<file path="src/rtl/sock_din_fifo_if.sv">
// sock_din_fifo_if: groups the socket-side write stream and the DUT-side
// FWFT read stream of sock_din_fifo.
//   master : the environment (socket wrapper drives s_din*, DUT drives m_dout_ready)
//   slave  : the FIFO itself
interface sock_din_fifo_if #(
  parameter int DWIDTH = 64
);
  logic [DWIDTH-1:0] s_din;
  logic              s_din_valid;
  logic              s_din_ready;
  logic [DWIDTH-1:0] m_dout;
  logic              m_dout_valid;
  logic              m_dout_ready;

  modport master (
    output s_din, s_din_valid, m_dout_ready,
    input  s_din_ready, m_dout, m_dout_valid
  );

  modport slave (
    input  s_din, s_din_valid, m_dout_ready,
    output s_din_ready, m_dout, m_dout_valid
  );
endinterface

</file>
<file path="src/rtl/sock_din_fifo.sv">
// sock_din_fifo: elastic buffer between the socket server wrapper input
// stream and the DUT input. Registered backpressure on the socket side,
// first-word-fall-through presentation on the DUT side, plus occupancy and
// high-water-mark outputs for simulation debug.
//
// Optional feature: define SOCK_DIN_FIFO_BYPASS_EN to let a word arriving
// into an empty FIFO appear on m_dout in the same cycle (and be consumed
// there without touching memory when m_dout_ready is high). Without the
// macro, write-to-valid latency is one cycle and m_dout never depends
// combinationally on s_din.
module sock_din_fifo #(
  parameter  int DWIDTH = 64,
  parameter  int DEPTH  = 8,
  localparam int CWIDTH = $clog2(DEPTH) + 1
) (
  input  logic              clk,
  input  logic              rst,
  sock_din_fifo_if.slave    bus,
  output logic [CWIDTH-1:0] level,
  output logic [CWIDTH-1:0] max_level
);

  localparam int AW = $clog2(DEPTH);

  logic [DWIDTH-1:0] mem [DEPTH];
  logic [AW-1:0]     wr_ptr;
  logic [AW-1:0]     rd_ptr;
  logic [CWIDTH-1:0] level_q;
  logic [CWIDTH-1:0] level_nxt;
  logic [CWIDTH-1:0] max_q;
  logic              rdy_q;
  logic              empty;
  logic              wr_en;
  logic              rd_en;

  // Occupancy after this cycle: write-only grows, read-only shrinks,
  // both or neither leave it unchanged.
  function automatic logic [CWIDTH-1:0] next_level(
    input logic [CWIDTH-1:0] cur,
    input logic              wr,
    input logic              rd
  );
    logic [CWIDTH-1:0] res;
    case ({wr, rd})
      2'b10:   res = cur + CWIDTH'(1);
      2'b01:   res = cur - CWIDTH'(1);
      default: res = cur;
    endcase
    return res;
  endfunction

  // High-water mark never decreases.
  function automatic logic [CWIDTH-1:0] hold_max(
    input logic [CWIDTH-1:0] cur_max,
    input logic [CWIDTH-1:0] lvl
  );
    return (lvl > cur_max) ? lvl : cur_max;
  endfunction

  assign empty = (level_q == '0);

`ifdef SOCK_DIN_FIFO_BYPASS_EN
  logic bypass;

  // An arriving word into an empty FIFO is shown directly; if the DUT takes
  // it in the same cycle it never enters memory.
  assign bypass           = empty && bus.s_din_valid && rdy_q && bus.m_dout_ready;
  assign wr_en            = bus.s_din_valid && rdy_q && !bypass;
  assign rd_en            = !empty && bus.m_dout_ready;
  assign bus.m_dout_valid = empty ? (bus.s_din_valid && rdy_q) : 1'b1;
  assign bus.m_dout       = empty ? bus.s_din : mem[rd_ptr];
`else
  assign wr_en            = bus.s_din_valid && rdy_q;
  assign rd_en            = !empty && bus.m_dout_ready;
  assign bus.m_dout_valid = !empty;
  assign bus.m_dout       = mem[rd_ptr];
`endif

  assign level_nxt       = next_level(level_q, wr_en, rd_en);
  assign bus.s_din_ready = rdy_q;
  assign level           = level_q;
  assign max_level       = max_q;

  // Storage array: data path only, contents survive reset.
  always_ff @(posedge clk) begin
    if (wr_en) begin
      mem[wr_ptr] <= bus.s_din;
    end
  end

  // Pointers, occupancy, high-water mark and registered ready. Ready is
  // derived from the next occupancy only, so a read while full frees the
  // slot one cycle later and m_dout_ready never reaches s_din_ready
  // combinationally.
  always_ff @(posedge clk or posedge rst) begin
    if (rst) begin
      wr_ptr  <= '0;
      rd_ptr  <= '0;
      level_q <= '0;
      max_q   <= '0;
      rdy_q   <= 1'b0;
    end else begin
      if (wr_en) begin
        wr_ptr <= wr_ptr + AW'(1);
      end
      if (rd_en) begin
        rd_ptr <= rd_ptr + AW'(1);
      end
      level_q <= level_nxt;
      max_q   <= hold_max(max_q, level_nxt);
      rdy_q   <= (level_nxt < CWIDTH'(DEPTH));
    end
  end

endmodule

</file>
<file path="src/flat_wrapper.sv">
// flat-port wrapper written by rule: the top's interface ports become plain ports
module sock_din_fifo_flat 
#(
  parameter  int DWIDTH = 64,
  parameter  int DEPTH  = 8,
  localparam int CWIDTH = $clog2(DEPTH) + 1
)
  (clk, rst, level, max_level, bus_s_din, bus_s_din_valid, bus_m_dout_ready, bus_s_din_ready, bus_m_dout, bus_m_dout_valid);
  sock_din_fifo_if #(.DWIDTH(DWIDTH)) bus_i ();
  input  logic clk;
  input  logic rst;
  output logic [CWIDTH-1:0] level;
  output logic [CWIDTH-1:0] max_level;
  input wire logic [$bits(bus_i.s_din)-1:0] bus_s_din;
  input wire logic [$bits(bus_i.s_din_valid)-1:0] bus_s_din_valid;
  input wire logic [$bits(bus_i.m_dout_ready)-1:0] bus_m_dout_ready;
  output wire logic [$bits(bus_i.s_din_ready)-1:0] bus_s_din_ready;
  output wire logic [$bits(bus_i.m_dout)-1:0] bus_m_dout;
  output wire logic [$bits(bus_i.m_dout_valid)-1:0] bus_m_dout_valid;
  assign bus_i.s_din = bus_s_din;
  assign bus_i.s_din_valid = bus_s_din_valid;
  assign bus_i.m_dout_ready = bus_m_dout_ready;
  assign bus_s_din_ready = bus_i.s_din_ready;
  assign bus_m_dout = bus_i.m_dout;
  assign bus_m_dout_valid = bus_i.m_dout_valid;
  sock_din_fifo #(.DWIDTH(DWIDTH), .DEPTH(DEPTH)) u_core (.clk(clk), .rst(rst), .bus(bus_i), .level(level), .max_level(max_level));
endmodule
</file>
<file path="config.mk">
export PLATFORM = sky130hd
export DESIGN_NAME = sock_din_fifo_flat
export DESIGN_NICKNAME = d
export VERILOG_FILES = /design/src/rtl/sock_din_fifo_if.sv /design/src/rtl/sock_din_fifo.sv /design/src/flat_wrapper.sv
export SDC_FILE = /design/constraint.sdc
export NUM_CORES = 1
export LEC_CHECK = 0
export CORE_ASPECT_RATIO = 2
export CORE_MARGIN = 10
export CORE_UTILIZATION = 45
export DETAILED_ROUTE_END_ITERATION = 8
export MAX_ROUTING_LAYER = met4
export SYNTH_ARGS = -nofsm -noshare
export SYNTH_HDL_FRONTEND = slang
export SYNTH_SLANG_ARGS = --single-unit
</file>
<file path="constraint.sdc">
create_clock -name clk -period 8.5 [get_ports clk]
set_input_delay 1.7 -clock clk [delete_from_list [all_inputs] [get_ports clk]]
set_output_delay 1.7 -clock clk [all_outputs]
set_load 0.01 [all_outputs]
</file>
==> impl_metrics.ini <==
[die]
dieHeight_um = 318.4
pin_count = 142
die_width_um = 169.2
design.core.area_sq_um = 44190
initial_core_util = 0.4533
die_area_sq_um = 53870
row_count = 109

[global_routing]
grt_pass1_vias = 9918
grt_pass1_wl_mm = 61.33
antenna_found_initial = 3
overflow = 0
grt_usage = 0.1549
grt_max_degree = 107

[cts]
numCtsBuffers = 44
clk_pin_slew_ps = 70
cts.path.max_buffers = 3
root_buffer = clkbuf_16
cts_setup_buffers = 0
h-tree-depth = 2
cts_tree = yes
insertion_delay_ps = 540
cts_resized = 0
cts.hold.buffers_added = 0
numClockSinks = 527

[logic_synthesis]
synth-edff-count = 512
synthArstFlopShare = 0.02846
synth_top_family_by_area = multiplexers
synthesis.area_sq_um = 20030
synthAdderAreaFrac = 0.006621
yosysSeqAreaShare = 0.7863
synthXorXnorAreaFrac = 0.003061
synthMuxAreaShare = 0.1838
syn_avg_cell_area_sq_um = 24.55
syn-num-nets = 894
yosys.area_share.simple = 0.005621
ys_warn_count = 0
netlist_instances = 816
synth-seq-cells = 527
ys.flop_type = edfxtp_1
synth_compound_area_frac = 0.001874
yosysUniqueCellTypes = 25

[power]
power_frac_comb = 0.329
p_seq_frac = 0.426
swShare = 0.2813
irDropWorstVdd_v = 0.0002848
power_switching_w = 0.002206
p_total_w = 0.007842
leakage_nw = 7.385
intPower_w = 0.005636
clkPwrFrac = 0.245
p_per_area_nw_per_um2 = 333.8

[setup_path]
crit_type = flop to primary output
cp_cell_sequence = buf_12, mux4_2, mux2_2, clkdlybuf4s50_1
reg2reg_depth = 14
required_ps = 6800
critPathMaxStageDelay_ps = 770
crit_path_start_kind = flop
r2r-end = u_core.max_level[0]
crit_path_end = bus_m_dout[45]
r2r-start = u_core.level[0]
crit_path_max_fanout = 106
crit_start = u_core.rd_ptr[0]
ff2ff_setup_slack_ps = 4490
arrival_ps = 3590
cp-end-kind = primary output
crit_slowest_cell = dfrtp_4

[placement]
dp_cells = 1495
io_buffers = 141
gp_congestion = 0.7460
dpl_cell_area_sq_um = 22130
hpwlAfterDp_mm = 21.77

[sta]
fmax_mhz = 189.1
rsz0062_at_grt = false
slew_headroom = 0.3536
hold_viol_final = 0
post-route-period-util = 0.6223
fin_crit_ps = 5289
setup_viol = 0
final-max-slew-violation-count = 0
finClkSkew_ps = 8.144
worstMarginPinSlew_ps = 969.6
setup_tns_ps = 0

[run]
maxCapViolCount = 0

[drt]
drtAntennaViolNets = 0
wirelength_mm = 40.32
drt_iter0_drc = 463
viasPerCell = 5.535
drc = 0
dr_total_vias = 8723
wl_per_cell_um = 25.58
drt_pass1_iterations = 4

[final_layout]
finalInstanceArea_sq_um = 23490
layout.cells.non_filler = 1576
layout_common_cells = edfxtp_1 (512), clkdlybuf4s50_1 (141), mux4_2 (128), mux2_2 (71), clkbuf_16 (45)
drive_above_1_share = 0.2809
layout.nets = 1064
syn2layout_area_growth_pct = 17.28
layout_commonest_cell = edfxtp_1

[outcome]
status = complete, no violations

[min_path]
hold_path_class = flop to flop
## synthesized netlist by cell type (2+ instances only)
cell	count	area (sq um)
nor2_1	3	11.26
a21oi_1	3	15.01
edfxtp_1	512	15370
mux2_2	71	799.5
buf_6	11	123.9
nand2_1	7	26.28
nand2b_1	2	12.51
xnor2_1	6	52.55
buf_2	3	15.01
clkbuf_1	10	37.54
ha_1	9	112.6
buf_1	9	33.78
o21ai_0	3	15.01
buf_4	2	15.01
nor3_1	5	25.02
mux4_2	128	2883
inv_1	8	30.03
dfrtp_1	15	375.4
nand3_1	3	15.01
## routing by layer
| metal | wire [um] | global-route usage | up-vias | share of wire |
|---|---|---|---|---|
| met1 | 15990 | 0.1796 | 4682 | 0.40 |
| met4 | 683 | 0.03888 | 0 | 0.017 |
| met5 | 0 | - | - | 0 |
| met2 | 21710 | 0.2692 | 195 | 0.54 |
| met3 | 1933 | 0.03076 | 51 | 0.048 |
| li1 | - | - | 3795 | - |
## kinds of logic (layout without fill, tap and decap cells)
logic type | Yosys count | in the layout
AO/OA/AOI/OAI | 7 | 7
XOR/XNOR | 7 | 7
adder cells (fa/ha/maj) | 10 | 10
buffers and inverters | 43 | 245
flip-flops | 527 | 527
multiplexers | 199 | 199
other | 0 | 3
AND/OR/NAND/NOR | 23 | 23
## worst min-delay path by stage
stage                              from                   to  slack (ps)  cells after the start
detailed placement  u_core.max_level[1]  u_core.max_level[1]         540                      1
floorplan              u_core.wr_ptr[2]     u_core.wr_ptr[2]         540                      1
CTS                 u_core.max_level[1]  u_core.max_level[1]         550                      1
global route        u_core.max_level[1]  u_core.max_level[1]         570                      1
finish              u_core.max_level[1]  u_core.max_level[1]         550                      1
global placement    u_core.max_level[1]  u_core.max_level[1]         530                      1
## critical path: cells and delay by family (launching register included)
family,cells,cell delay [ps]
buffers and inverters,2,1170
DFF,1,770
muxes,2,910
## sequential cells by signal (all words and copies together), names as in the netlist
signal,cells
u_core.mem,512
u_core.max_level,4
u_core.level,4
u_core.rd_ptr,3
u_core.wr_ptr,3
u_core.bus.s_din_ready,1
## stage by stage
stage / utilization / hold WS, ps / worst slack, ps
detailed placement: 0.5008 / 536.3 / 3191
global route: 0.5317 / 570.3 / 2968
CTS: 0.5315 / 552.4 / 3080
global placement: 0.5008 / 527.3 / 3325
finish: 0.5317 / 546.3 / 3211
floorplan: - / 542.5 / 1640
## power by group through the flow
stage               Clock (W)  Sequential, W  Combinational [W]
floorplan                   0        0.00330            0.00169
global placement            0        0.00339            0.00266
detailed placement          0        0.00341            0.00266
CTS                   0.00198        0.00335            0.00268
global route          0.00207        0.00338            0.00280
finish                0.00192        0.00334            0.00258
## final cells by class
class	instances	area (sq um)
Clock buffer	52	1152
Clock inverter	26	203.9
Timing Repair Buffer	159	1559
Inverter	8	30.03
Tap cell	555	694.4
Antenna cell	3	7.507
Fill cell	3442	20690
Sequential cell	527	15760
Multi-Input combinational cell	246	4084
No activity file was read; power rests on OpenSTA's default activity.
